==> src/rtl/prog_seq_if.sv <==
// prog_seq_if: programming, run-control and status bundle for prog_seq_core
// master drives programming/control (prog_*, run, step, start); slave returns pc, prog_wptr, o_b, o_regs and flags
interface prog_seq_if #(
  parameter int WIDTH = 16,
  parameter int NREG = 4,
  parameter int PC_W = 4
);
  localparam int RA = $clog2(NREG);
  logic prog_en;
  logic prog_we;
  logic [2:0] prog_op;
  logic [RA-1:0] prog_dest;
  logic [RA-1:0] prog_src;
  logic [WIDTH-1:0] prog_imm;
  logic run;
  logic step;
  logic start;
  logic [PC_W-1:0] pc;
  logic [PC_W-1:0] prog_wptr;
  logic [WIDTH-1:0] o_b;
  logic [NREG*WIDTH-1:0] o_regs;
  logic zero;
  logic carry;
  logic halted;
  modport master (
    output prog_en, prog_we, prog_op, prog_dest, prog_src, prog_imm, run, step, start,
    input pc, prog_wptr, o_b, o_regs, zero, carry, halted
  );
  modport slave (
    input prog_en, prog_we, prog_op, prog_dest, prog_src, prog_imm, run, step, start,
    output pc, prog_wptr, o_b, o_regs, zero, carry, halted
  );
endinterface

==> src/rtl/prog_seq_core.sv <==
// prog_seq_core: programmable single-cycle sequencer with 8-opcode ISA, zero/carry flags and run/step/HALT control
// Ports: btn_adv = clock (rising edge), rst = async active-high reset,
//        bus.slave = programming inputs, run/step/start control, and pc/prog_wptr/o_b/o_regs/zero/carry/halted status
module prog_seq_core #(
  parameter int WIDTH = 16,
  parameter int NREG = 4,
  parameter int PC_W = 4
) (
  input logic btn_adv,
  input logic rst,
  prog_seq_if.slave bus
);
  localparam int RA = $clog2(NREG);
  localparam int IW = 3 + 2 * RA + WIDTH;
  localparam int DEPTH = 2 ** PC_W;
  localparam logic [2:0] OP_ADD = 3'd1;
  localparam logic [2:0] OP_LDI = 3'd2;
  localparam logic [2:0] OP_JMP = 3'd3;
  localparam logic [2:0] OP_JZ = 3'd4;
  localparam logic [2:0] OP_SUB = 3'd5;
  localparam logic [2:0] OP_OUT = 3'd6;
  localparam logic [2:0] OP_HALT = 3'd7;
  typedef enum logic [1:0] {S_HALT, S_PROG, S_EXEC} state_t;
  state_t r_state, w_state_nx;
  logic [IW-1:0] r_mem [DEPTH];
  logic [WIDTH-1:0] r_regs [NREG];
  logic [PC_W-1:0] r_pc, r_wptr, w_pc_nx, w_pc_inc;
  logic [WIDTH-1:0] r_ob;
  logic r_zero, r_carry, r_step_q;
  logic [2:0] w_op;
  logic [RA-1:0] w_rd, w_rs;
  logic [WIDTH-1:0] w_imm, w_a, w_b, w_res;
  logic [WIDTH:0] w_sum, w_diff;
  logic w_en, w_wr, w_prog_wr;
  assign {w_op, w_rd, w_rs, w_imm} = r_mem[r_pc];
  assign w_a = r_regs[w_rd];
  assign w_b = r_regs[w_rs];
  // one extra bit holds the carry-out of ADD and the borrow of SUB
  assign w_sum = {1'b0, w_a} + {1'b0, w_b};
  assign w_diff = {1'b0, w_a} - {1'b0, w_b};
  assign w_pc_inc = r_pc + 1'b1;
  // prog_en blocks retirement so an aborting edge leaves regs, flags and o_b untouched
  assign w_en = r_state == S_EXEC && !bus.prog_en && (bus.run || (bus.step && !r_step_q));
  assign w_wr = w_en && (w_op == OP_ADD || w_op == OP_LDI || w_op == OP_SUB);
  assign w_res = w_op == OP_ADD ? w_sum[WIDTH-1:0] : w_op == OP_SUB ? w_diff[WIDTH-1:0] : w_imm;
  assign w_prog_wr = r_state == S_PROG && bus.prog_en && bus.prog_we;
  always_comb begin
    w_state_nx = r_state;
    w_pc_nx = r_pc;
    if (bus.prog_en) begin
      w_state_nx = S_PROG;
      w_pc_nx = '0;
    end else if (r_state == S_PROG || (r_state == S_HALT && bus.start)) begin
      w_state_nx = S_EXEC;
      w_pc_nx = '0;
    end else if (w_en) begin
      w_state_nx = w_op == OP_HALT ? S_HALT : S_EXEC;
      w_pc_nx = (w_op == OP_JMP || (w_op == OP_JZ && r_zero)) ? w_imm[PC_W-1:0] :
                w_op == OP_HALT ? r_pc : w_pc_inc;
    end
  end
  always_ff @(posedge btn_adv or posedge rst) begin
    if (rst) begin
      r_state <= S_HALT;
      r_pc <= '0;
      r_wptr <= '0;
      r_ob <= '0;
      r_zero <= 1'b0;
      r_carry <= 1'b0;
      r_step_q <= 1'b0;
      for (int i = 0; i < DEPTH; i++) r_mem[i] <= '0;
      for (int i = 0; i < NREG; i++) r_regs[i] <= '0;
    end else begin
      r_state <= w_state_nx;
      r_pc <= w_pc_nx;
      r_step_q <= bus.step;
      if (w_prog_wr) begin
        r_mem[r_wptr] <= {bus.prog_op, bus.prog_dest, bus.prog_src, bus.prog_imm};
        r_wptr <= r_wptr + 1'b1;
      end
      if (w_wr) begin
        r_regs[w_rd] <= w_res;
        r_zero <= w_res == '0;
      end
      if (w_wr && w_op != OP_LDI) r_carry <= w_op == OP_ADD ? w_sum[WIDTH] : w_diff[WIDTH];
      if (w_en && w_op == OP_OUT) r_ob <= w_a;
    end
  end
  assign bus.pc = r_pc;
  assign bus.prog_wptr = r_wptr;
  assign bus.o_b = r_ob;
  assign bus.zero = r_zero;
  assign bus.carry = r_carry;
  assign bus.halted = r_state == S_HALT;
  for (genvar g = 0; g < NREG; g++) begin : g_regs
    assign bus.o_regs[g*WIDTH +: WIDTH] = r_regs[g];
  end
endmodule

==> src/flat_wrapper.sv <==
// flat-port wrapper written by rule: the top's interface ports become plain ports
module prog_seq_core_flat 
#(
  parameter int WIDTH = 16,
  parameter int NREG = 4,
  parameter int PC_W = 4
)
  (btn_adv, rst, bus_prog_en, bus_prog_we, bus_prog_op, bus_prog_dest, bus_prog_src, bus_prog_imm, bus_run, bus_step, bus_start, bus_pc, bus_prog_wptr, bus_o_b, bus_o_regs, bus_zero, bus_carry, bus_halted);
  prog_seq_if #(.WIDTH(WIDTH), .NREG(NREG), .PC_W(PC_W)) bus_i ();
  input logic btn_adv;
  input logic rst;
  input wire logic [$bits(bus_i.prog_en)-1:0] bus_prog_en;
  input wire logic [$bits(bus_i.prog_we)-1:0] bus_prog_we;
  input wire logic [$bits(bus_i.prog_op)-1:0] bus_prog_op;
  input wire logic [$bits(bus_i.prog_dest)-1:0] bus_prog_dest;
  input wire logic [$bits(bus_i.prog_src)-1:0] bus_prog_src;
  input wire logic [$bits(bus_i.prog_imm)-1:0] bus_prog_imm;
  input wire logic [$bits(bus_i.run)-1:0] bus_run;
  input wire logic [$bits(bus_i.step)-1:0] bus_step;
  input wire logic [$bits(bus_i.start)-1:0] bus_start;
  output wire logic [$bits(bus_i.pc)-1:0] bus_pc;
  output wire logic [$bits(bus_i.prog_wptr)-1:0] bus_prog_wptr;
  output wire logic [$bits(bus_i.o_b)-1:0] bus_o_b;
  output wire logic [$bits(bus_i.o_regs)-1:0] bus_o_regs;
  output wire logic [$bits(bus_i.zero)-1:0] bus_zero;
  output wire logic [$bits(bus_i.carry)-1:0] bus_carry;
  output wire logic [$bits(bus_i.halted)-1:0] bus_halted;
  assign bus_i.prog_en = bus_prog_en;
  assign bus_i.prog_we = bus_prog_we;
  assign bus_i.prog_op = bus_prog_op;
  assign bus_i.prog_dest = bus_prog_dest;
  assign bus_i.prog_src = bus_prog_src;
  assign bus_i.prog_imm = bus_prog_imm;
  assign bus_i.run = bus_run;
  assign bus_i.step = bus_step;
  assign bus_i.start = bus_start;
  assign bus_pc = bus_i.pc;
  assign bus_prog_wptr = bus_i.prog_wptr;
  assign bus_o_b = bus_i.o_b;
  assign bus_o_regs = bus_i.o_regs;
  assign bus_zero = bus_i.zero;
  assign bus_carry = bus_i.carry;
  assign bus_halted = bus_i.halted;
  prog_seq_core #(.WIDTH(WIDTH), .NREG(NREG), .PC_W(PC_W)) u_core (.btn_adv(btn_adv), .rst(rst), .bus(bus_i));
endmodule
==> config.mk <==
export PLATFORM = sky130hd
export DESIGN_NAME = prog_seq_core_flat
export DESIGN_NICKNAME = d
export VERILOG_FILES = /design/src/rtl/prog_seq_if.sv /design/src/rtl/prog_seq_core.sv /design/src/flat_wrapper.sv
export SDC_FILE = /design/constraint.sdc
export NUM_CORES = 1
export LEC_CHECK = 0
export CELL_PAD_IN_SITES_DETAIL_PLACEMENT = 0
export CELL_PAD_IN_SITES_GLOBAL_PLACEMENT = 1
export CORE_MARGIN = 4
export CORE_UTILIZATION = 50
export CTS_BUF_LIST = sky130_fd_sc_hd__clkbuf_16
export CTS_CLUSTER_DIAMETER = 100
export DETAILED_ROUTE_END_ITERATION = 6
export PLACE_DENSITY = 0.83
export SYNTH_ARGS = -nofsm -noshare
export SYNTH_HDL_FRONTEND = slang
export SYNTH_SLANG_ARGS = --single-unit
==> constraint.sdc <==
create_clock -name btn_adv -period 45.5 [get_ports btn_adv]
set_input_delay 6.825 -clock btn_adv [delete_from_list [all_inputs] [get_ports btn_adv]]
set_output_delay 6.825 -clock btn_adv [all_outputs]
set_load 0.01 [all_outputs]
# ---- Word-level counts from Yosys, hierarchy flattened
# Index checks and enable logic that the tools add are counted.
# Widths: inputs -> output; s select.
dict set report classes {
  n_addsub 4
  n_eq_ne 11
  n_mux 27
  n_lt_le_gt_ge 6
  n_bitwise 4
  reduce_logical 23
}
# operator n
set ops {}
lappend ops {{$bwmux 368} 1}
lappend ops {{$mux 16} 7}
lappend ops {{$bmux 23 s4} 1}
lappend ops {{$demux 23 s4} 1}
lappend ops {{$mux 23} 3}
lappend ops {{$bmux 16 s2} 2}
lappend ops {{$bwmux 64} 1}
lappend ops {{$demux 16 s2} 1}
lappend ops {{$mux 4} 5}
lappend ops {{$add 16x16->17} 1}
lappend ops {{$sub 16x16->17} 1}
lappend ops {{$logic_not 16->1} 1}
lappend ops {{$eq 3x3->1 const B} 4}
lappend ops {{$logic_and 1x1->1} 12}
lappend ops {{$ge 5x5->1 const B} 2}
lappend ops {{$not 4->5} 2}
lappend ops {{$add 4x1->4 const B} 2}
lappend ops {{$mux 2} 4}
lappend ops {{$eq 3x2->1 const B} 2}
lappend ops {{$ge 3x3->1 const B} 2}
lappend ops {{$not 2->3} 2}
lappend ops {{$logic_or 1x1->1} 5}
lappend ops {{$lt 5x1->1 const B} 1}
lappend ops {{$ne 4x3->1 const B} 1}
lappend ops {{10 further kinds} 11}
dict set report word_totals {
  ff_bits 461
  inputBits 30
}

# ---- Longest topological paths before layout
# Gate-level depths: netlist of run 1.
dict set report depth {
  depth_word 12
  depth_mapped 25
  depth_no_buf 21
}

# ---- Least setup slack after synthesis of run 1
# OpenSTA, ideal clock, no wires.
dict set report synth_path {
  kind {input to register}
  start {input port bus_step}
  end {register u_core.r_zero (netlist: u_core.bus.zero)}
  n_path_buf 0
  setup_slack_ps 36670
  stages 9
  arrival_ps 8763
  cell_sequence {nor2b_1 -> o211ai_1 -> o21bai_1 -> nand3b_1 -> or3_1 -> nor4_1 -> or4b_1 -> nor4b_2 -> a32o_1}
}
dict set report synth_between {
  elab_chain_len 4
}
# item line_no
set synth_rtl {}
lappend synth_rtl {{start: declaration} flat_wrapper.sv:19} ;# input wire logic [$bits(bus_i.step)-1:0] bus_step;
lappend synth_rtl {{$logic_and 1x1->1} prog_seq_core.sv:43} ;# assign w_en = r_state == S_EXEC && !bus.prog_en && (bus.run || (bus.step && !r_step_q));
lappend synth_rtl {{$logic_or 1x1->1} prog_seq_core.sv:43}
lappend synth_rtl {{$logic_and 1x1->1} prog_seq_core.sv:43}
lappend synth_rtl {{$logic_and 1x1->1} prog_seq_core.sv:44} ;# assign w_wr = w_en && (w_op == OP_ADD || w_op == OP_LDI || w_op == OP_SUB);
lappend synth_rtl {{end signal: assignment} prog_seq_core.sv:68} ;# r_zero <= 1'b0;
lappend synth_rtl {{end signal: assignment} prog_seq_core.sv:83} ;# r_zero <= w_res == '0;
lappend synth_rtl {{end: declaration} prog_seq_core.sv:29} ;# logic r_zero, r_carry, r_step_q;
# Every way passes these cells.
# A chain may end at the register's enable or synchronous reset.

# ---- Worst setup path after layout of run 1
dict set report layout_path {
  start {input port bus_prog_en}
  end {register u_core.r_zero (netlist: u_core.bus.zero)}
}
dict set report layout_between {
  elab_chain_len 4
}
# item line_no
set layout_rtl {}
lappend layout_rtl {{start: declaration} flat_wrapper.sv:12} ;# input wire logic [$bits(bus_i.prog_en)-1:0] bus_prog_en;
lappend layout_rtl {{$logic_not 1->1} prog_seq_core.sv:43}
lappend layout_rtl {{$logic_and 1x1->1 (2 in series)} prog_seq_core.sv:43}
lappend layout_rtl {{$logic_and 1x1->1} prog_seq_core.sv:44}
# Every way passes these cells.

==> results of run 1 <==
[cell usage after synthesis, types with 5 or more instances]
library cell,n,area share
o21ai_1,5,0.0011
o21ai_0,24,0.0052
buf_6,6,0.0029
mux2i_1,71,0.031
dfrtp_1,461,0.50
nor3_1,12,0.0026
nor2_1,64,0.010
ha_1,36,0.020
a211oi_1,5,0.0016
buf_1,33,0.0054
nand3_1,12,0.0026
or3_1,5,0.0014
a31oi_1,6,0.0016
mux2_2,451,0.22
inv_1,32,0.0052
xnor2_1,14,0.0053
buf_2,12,0.0026
a21o_1,5,0.0016
and2_1,6,0.0016
clkbuf_1,61,0.0099
nand2b_1,8,0.0022
mux4_2,102,0.10
o21bai_1,8,0.0026
nand2_1,50,0.0081
o211ai_1,5,0.0016
o31ai_1,5,0.0016
nor2b_1,8,0.0022
a21oi_1,56,0.012
[final cells by class]
| class | count | area (um2) | share of cell area |
|---|---|---|---|
| Clock buffer | 50 | 1250 | 0.0474 |
| Multi-Input combinational cell | 1037 | 10900 | 0.412 |
| Tap cell | 600 | 751 | 0.0284 |
| Inverter | 34 | 135 | 0.00512 |
| Timing Repair Buffer | 157 | 1490 | 0.0565 |
| Clock inverter | 39 | 333 | 0.0126 |
| Sequential cell | 461 | 11500 | 0.437 |
[worst paths after layout]
path / from / endpoint / slack [ns]
min reg2reg: u_core.bus.o_b[1]$_DFFE_PP0P_ / u_core.bus.o_b[1]$_DFFE_PP0P_ / 0.48
max: bus_prog_en / u_core.bus.zero$_DFFE_PP0P_ / 36.40
max in group asynchronous: rst / u_core.r_mem[120]$_DFFE_PP0P_ / 36.97
min in group asynchronous: rst / u_core.r_mem[161]$_DFFE_PP0P_ / 6.82
min: u_core.bus.o_b[1]$_DFFE_PP0P_ / u_core.bus.o_b[1]$_DFFE_PP0P_ / 0.48
max reg2reg: u_core.bus.pc[0]$_DFFE_PP0P_ / u_core.bus.zero$_DFFE_PP0P_ / 37.48
[cell families (layout without fill, tap and decap cells)]
group | Yosys count | count (layout) | share of synthesized area
flip-flops | 461 | 461 | 0.501
buffers and inverters | 151 | 280 | 0.0287
AND/OR/NAND/NOR | 192 | 192 | 0.0406
XOR/XNOR | 16 | 16 | 0.00608
multiplexers | 632 | 632 | 0.358
AO/OA/AOI/OAI | 159 | 159 | 0.0450
adder cells (fa/ha/maj) | 38 | 38 | 0.0213
[registers in the layout (all words and copies together) (netlist names), 2 cells and up]
name	cells
u_core.bus.o_regs	64
u_core.r_state	2
u_core.bus.pc	4
u_core.bus.prog_wptr	4
u_core.r_mem	368
u_core.bus.o_b	16
[routing by layer]
metal  GRT usage  wire length, um  vias to the layer above
li1            -                -                     6314
met1       0.323            25700                     7616
met2       0.377            27300                      328
met3      0.0337             2510                       94
met4      0.0674             1510                        2
met5           0               13                        -
[worst min-delay path, stage by stage, from the launching register on]
cell     delay (ns)
dfrtp_1        0.34
nand2_1        0.05
o21ai_0        0.06
[layout by cell type (no fill, tap or decap), types with 6 or more instances in the layout]
master and count:
a21oi_1 56, a31oi_1 6, and2_1 6, buf_4 36
clkbuf_16 50, clkdlybuf4s50_1 120, clkinv_1 9, clkinv_2 9
dfrtp_1 458, ha_1 36, inv_1 41, mux2_2 451
mux2i_1 69, mux4_2 102, nand2_1 50, nand2b_1 8
nand3_1 12, nor2_1 62, nor2b_1 8, nor3_1 12
o21ai_0 24, o21bai_1 8, xnor2_1 14
[per-stage QoR]
stage | hold slack [ns] | power [mW] | area, um2 | std cells
after floorplan | 0.470 | 0.973 | 23000 | 1649
after global placement | 0.462 | 1.11 | 24800 | 2289
after detailed placement | 0.474 | 1.13 | 24800 | 2289
after CTS | 0.487 | 1.53 | 26400 | 2378
after global routing | 0.504 | 1.61 | 26400 | 2378
final | 0.481 | 1.53 | 26400 | 2378
[power breakdown]
| group | internal, mW | leakage, nW | switching [mW] |
|---|---|---|---|
| logic | 0.265 | 5.13 | 0.275 |
| clock network | 0.228 | 0.807 | 0.167 |
| registers | 0.527 | 6.24 | 0.0660 |
| total | 1.02 | 12.2 | 0.508 |
==> results.md, run 1 <==
* Outcome: finished clean
* Vias in the first global route at between 15k and 20k
* Required @ worst endpoint at approximately 46 ns
* VDD IR-drop max at 0.0315 mV
* Sequential-to-total area share from yosys stat at 0.501
* Detailed Place HPWL at 35,700 um
* Row count at between 70 and 80
* CP Max Fanout at 6
* Initial antenna violation count at 3
* Ant diodes at 0
* I/O Pins at approximately 120
* CTS tree: built
* Share of cells above drive strength 1 at 0.384
* Crit path cell chain: clkdlybuf4s50_1 -> nor2_1 -> o211ai_1 -> buf_4 -> o21bai_1 -> nand3b_1 -> or3_1 -> nor4_1 -> or4b_1 -> nor4b_2 -> a32o_1
* Syn avg cell area at about 14 um2
* CTS clk-pin slew, worst paths at 0.06 ns
* Nets at roughly 1.8k
* Critical Path Max Stage Delay at 0.50 ns
* CP arrival at 9.62 ns
* Final GP Congestion at about 0.84
* Fillers at 3,629
* DRT Pass-1 Iters at 5
* Power density over cell area at roughly 58 mW/mm2
* Clock Skews at approximately 0.020 ns
* Final core occ at 0.580
* Library cells used by synthesis at slightly above 70
* Post_cts resized at 0
* Total of max-cap violations at 0
* Slew Limit Fails at 0
* Crit path buf inv count at 2
* Drt first-iter violations at ~1.2k
* Pre-CTS setup slack at about 36 ns
* Critical Path Stages at 11
* Final-report hold violation count at 0
* Vias at ~14k
* DRC at 0
* Synth Register Bits at roughly 460
* Bufs on Longest Clock Path at 3
* Final worst path period share at 0.200
* Synth Cell Area at 0.0230 mm2
* Post-CTS Setup Inserts at 0
* Clock Latency Late Sink at 0.60 ns
* Worst-margin pin slew at about 1.1 ns
* Hold path cells at 2
* Setup TNS at 0 ns
* Worst Setup End Kind: register
* Setup CP Type: in -> reg
* Syn Nets at ~1.7k
* Unrepaired setup endpoints after global routing: no
* CP max stage cell: clkdlybuf4s50_1
* Antenna-violating nets left at 0
* Max_slew headroom at 0.246
* Post-Syn Instances at 1,649
* Die X at 223 um
* Die H at about 220 um
* Post-cts hold buffer count at 0
* Initial Util at 0.507
* R2R depth at 22
* Die area at a little under 0.05 mm2
* Clk root buf: clkbuf_16
* Setup WS post-layout at ~36 ns
* First-pass GRT wire length at a little under 90,000 um
* Largest net degree at the start of global routing at ~170
* Delay-heaviest family, CP: simple AND/OR/NAND/NOR gates
* Post-synth top flop: dfrtp_1
* Grt ovf at 0
* Drt wl/cell at between 20 and 25 um
* Final min period at ~9.1 ns
* CTS buffer count at 49
* FFs w/ async S/R, synth at 1.00
* Area Overhead vs Synth at 14.6%
* Number of buffers inserted by port buffering at 120
* Leak Pwr at 12.2 nW
* Finish-stage setup viols at 0
* Yosys warning count at 0
* CTS H-tree lvls at 2
* Startpoint Class: input port
* Gr usage total at 0.230
* Vias per inst at 6.04
* Peak Freq at between 100 and 150 MHz
* CORE AREA at between 0.04 and 0.05 mm2
* Hold crit path type: reg -> reg
* Final wirelength at 57,100 um
* Sink Count at around 460
* Number of enable flip-flop cells after synthesis at 0
Power figures use the tool's default switching activity.
==> run 2: changes to the inputs <==
==> constraint.sdc (replaced) <==
create_clock -name btn_adv -period 9.44 [get_ports btn_adv]
set_input_delay 1.416 -clock btn_adv [delete_from_list [all_inputs] [get_ports btn_adv]]
set_output_delay 1.416 -clock btn_adv [all_outputs]
set_load 0.01 [all_outputs]
==> run 2 against run 1 <==
Effect of this change:
- wire length increased by 1.3%
- clock-buffer cell count did not move
- register-to-register slack got worse by 35 ns
- global-route usage up 0.30 points
- critical path depth grew 10
- via count is 0.84% higher
- sequential power rose to 4.8 times the previous value
- flip-flop and latch count stayed put
- clock skew is 0.0020 ns lower
- critical path type is now reg -> reg
==> results.md, run 2 (synthesized netlist as in run 1, its figures left out) <==
* First-pass GRT wire length at 90,700 um (was 89,500 um)
* Placed standard-cell area at 0.0248 mm2 (about the same)
* Final min period at between 6 and 7 ns
* Peak Freq at ~150 MHz
* Setup CP Type: reg -> reg (was in -> reg)
* Pre-CTS setup slack at 2.64 ns (was 35.82 ns)
* Clk root buf: clkbuf_16 (unchanged)
* Unrepaired setup endpoints after global routing: no (unchanged)
* Finish-stage setup viols at 0 (unchanged)
* Clock Latency Late Sink at 0.59 ns (was 0.60 ns)
* CP arrival at 7.34 ns (was 9.62 ns)
* Drt wl/cell at 24.3 um (was 24.0 um)
* Drt first-iter violations at 1,110 (was 1,150)
* Crit path cell chain: buf_4 -> mux4_2 -> mux2i_1 -> mux2i_4 -> buf_4 -> mux2_2 -> nor2_1 -> a21oi_1 -> ha_1 -> nor2b_1 -> o21ai_0 -> a21oi_1 -> o211ai_1 -> a2111oi_0 -> nor3_1 -> or4_1 -> nand3_1 -> xor2_1 -> mux2i_1 -> nor4b_2 -> a32o_1 (was clkdlybuf4s50_1 -> nor2_1 -> o211ai_1 -> buf_4 -> o21bai_1 -> nand3b_1 -> or3_1 -> nor4_1 -> or4b_1 -> nor4b_2 -> a32o_1)
* Number of buffers inserted by port buffering at 120 (unchanged)
* Share of cells above drive strength 1 at 0.381 (was 0.384)
* Worst r2r dst: u_core.bus.zero$_DFFE_PP0P_ (unchanged)
* Worst Setup End Kind: register (unchanged)
* Total of max-cap violations at 0 (unchanged)
* Power density over cell area at 276 mW/mm2 (was 57.9 mW/mm2)
* CTS H-tree lvls at 2 (unchanged)
* DRC at 0 (unchanged)
* Vias per inst at 6.09 (was 6.04)
* Bufs on Longest Clock Path at 3 (unchanged)
* Final-report hold violation count at 0 (unchanged)
* Clock Skews at 0.0180 ns (was 0.0200 ns)
* Post-CTS Setup Inserts at 0 (unchanged)
* Crit path buf inv count at 2 (unchanged)
* CTS buffer count at 48 (was 49)
* Antenna-violating nets left at 0 (unchanged)
* Worst-margin pin slew at 1.09 ns (was 1.12 ns)
* Delay-heaviest family, CP: compound AO/OA/AOI/OAI gates (was simple AND/OR/NAND/NOR gates)
* Required @ worst endpoint at 9.95 ns (was 46.03 ns)
* I/O Pins at 121 (unchanged)
* Slew Limit Fails at 0 (unchanged)
* R2R depth at 21 (was 22)
* Critical Path Max Stage Delay at 0.84 ns (was 0.50 ns)
* Top reg by flops: u_core.r_mem (unchanged)
* Detailed Place HPWL at 36,100 um (was 35,700 um)
* Most frequent cells in the layout: 458 x dfrtp_1, 451 x mux2_2, 120 x clkdlybuf4s50_1 (unchanged)
* Reg2reg start: u_core.bus.pc[2]$_DFFE_PP0P_ (was u_core.bus.pc[0]$_DFFE_PP0P_)
* Gr usage total at 0.233 (was 0.230)
* Die X at 223 um (unchanged)
* Hold crit path type: reg -> reg (unchanged)
* Setup TNS at 0 ns (unchanged)
* Hold wc startpoint: u_core.r_mem[133]$_DFFE_PP0P_ (was u_core.bus.o_b[1]$_DFFE_PP0P_)
* Fin cells at 2,377 (was 2,378)
* Post_cts resized at 0 (unchanged)
* Area Overhead vs Synth at 14.2% (was 14.6%)
* Hold path endpoint: u_core.r_mem[133]$_DFFE_PP0P_ (was u_core.bus.o_b[1]$_DFFE_PP0P_)
* Vias in the first global route at 15.1k (was 15.0k)
* Die area at 0.0496 mm2 (unchanged)
* Initial Util at 0.507 (unchanged)
* Commonest non-fill, non-tap cell in the layout: dfrtp_1 (unchanged)
* Hold path cells at 1 (was 2)
* Die H at 223 um (unchanged)
* Largest net degree at the start of global routing at 192 (was 165)
* DRT Pass-1 Iters at 5 (unchanged)
* Hold WS at 0.497 ns (was 0.481 ns)
* Sink Count at 461 (unchanged)
* Final GP Congestion at 0.910 (was 0.840)
* Max_slew headroom at 0.271 (was 0.246)
* CP max stage cell: dfrtp_4 (was clkdlybuf4s50_1)
* CORE AREA at 0.0455 mm2 (unchanged)
* Final wirelength at 57,800 um (was 57,100 um)
* Final worst path period share at 0.724
* Cells after DPL at 2,289 (unchanged)
* Worst reg2reg setup slack at 2.60 ns (was 37.48 ns)
* Setup WS post-layout at 2.60 ns (was 36.40 ns)
* Leak Pwr at 12.1 nW (was 12.2 nW)
* Ant diodes at 0 (unchanged)
* CP Max Fanout at 42 (was 6)
* Nets at 1,807 (was 1,808)
* Initial antenna violation count at 2 (was 3)
* Post-route cell area at 0.0263 mm2 (was 0.0264 mm2)
* Post-cts hold buffer count at 0 (unchanged)
* CTS clk-pin slew, worst paths at 0.06 ns (about the same)
* Max reg flops at 368 (unchanged)
* Row count at 78 (unchanged)
* Vias at 14.5k (was 14.4k)
* VDD IR-drop max at 0.155 mV (was 0.0315 mV)
* Final core occ at 0.579 (was 0.580)
* CTS tree: built (unchanged)
* Grt ovf at 0 (unchanged)
* Startpoint Class: register (was input port)
* Outcome: finished clean (unchanged)
* Pwr Total at 7.27 mW (was 1.53 mW)
==> run 2: metal layers <==
| layer | part of all wire | track usage |
|---|---|---|
| met5 | 0.00047 | 0 |
| met4 | 0.024 | 0.0610 |
| met3 | 0.051 | 0.0391 |
| met2 | 0.48 | 0.380 |
| met1 | 0.45 | 0.329 |
==> run 2: worst max path at each step <==
stage,startpoint,to,slack [ns],cells past startpoint
2_1_floorplan,rst,u_core.bus.carry$_DFFE_PP0P_,1.79,1
3_3_place_gp,u_core.bus.pc[2]$_DFFE_PP0P_,u_core.bus.zero$_DFFE_PP0P_,2.78,22
3_5_place_dp,u_core.bus.pc[2]$_DFFE_PP0P_,u_core.bus.zero$_DFFE_PP0P_,2.64,22
4_1_cts,u_core.bus.pc[2]$_DFFE_PP0P_,u_core.bus.zero$_DFFE_PP0P_,2.65,22
5_1_grt,u_core.bus.pc[2]$_DFFE_PP0P_,u_core.bus.zero$_DFFE_PP0P_,2.18,22
6_report,u_core.bus.pc[2]$_DFFE_PP0P_,u_core.bus.zero$_DFFE_PP0P_,2.60,21
==> run 2: worst register-to-register path: stages, from the launching register on <==
cell and delay (ns):
dfrtp_4 0.84, buf_4 0.67, mux4_2 0.34, mux2i_1 0.10
mux2i_4 0.29, buf_4 0.52, mux2_2 0.41, nor2_1 0.12
a21oi_1 0.09, ha_1 0.37, nor2b_1 0.13, o21ai_0 0.13
a21oi_1 0.23, o211ai_1 0.15, a2111oi_0 0.68, nor3_1 0.18
or4_1 0.55, nand3_1 0.12, xor2_1 0.07, mux2i_1 0.33
nor4b_2 0.27, a32o_1 0.19
==> run 2: layout make-up <==
cell class                      count  area, um2
Sequential cell                   461      11500
Clock inverter                     38        258
Multi-Input combinational cell   1037      10900
Tap cell                          600        751
Clock buffer                       50       1250
Fill cell                        3607      19200
Inverter                           34        131
Timing Repair Buffer              157       1490
==> run 2: where the power goes <==
part	internal, mW	total, mW	switching [mW]	leakage [nW]
sequential	2.54	2.87	0.329	6.24
combinational	1.28	2.58	1.30	5.12
clock	1.04	1.82	0.782	0.775
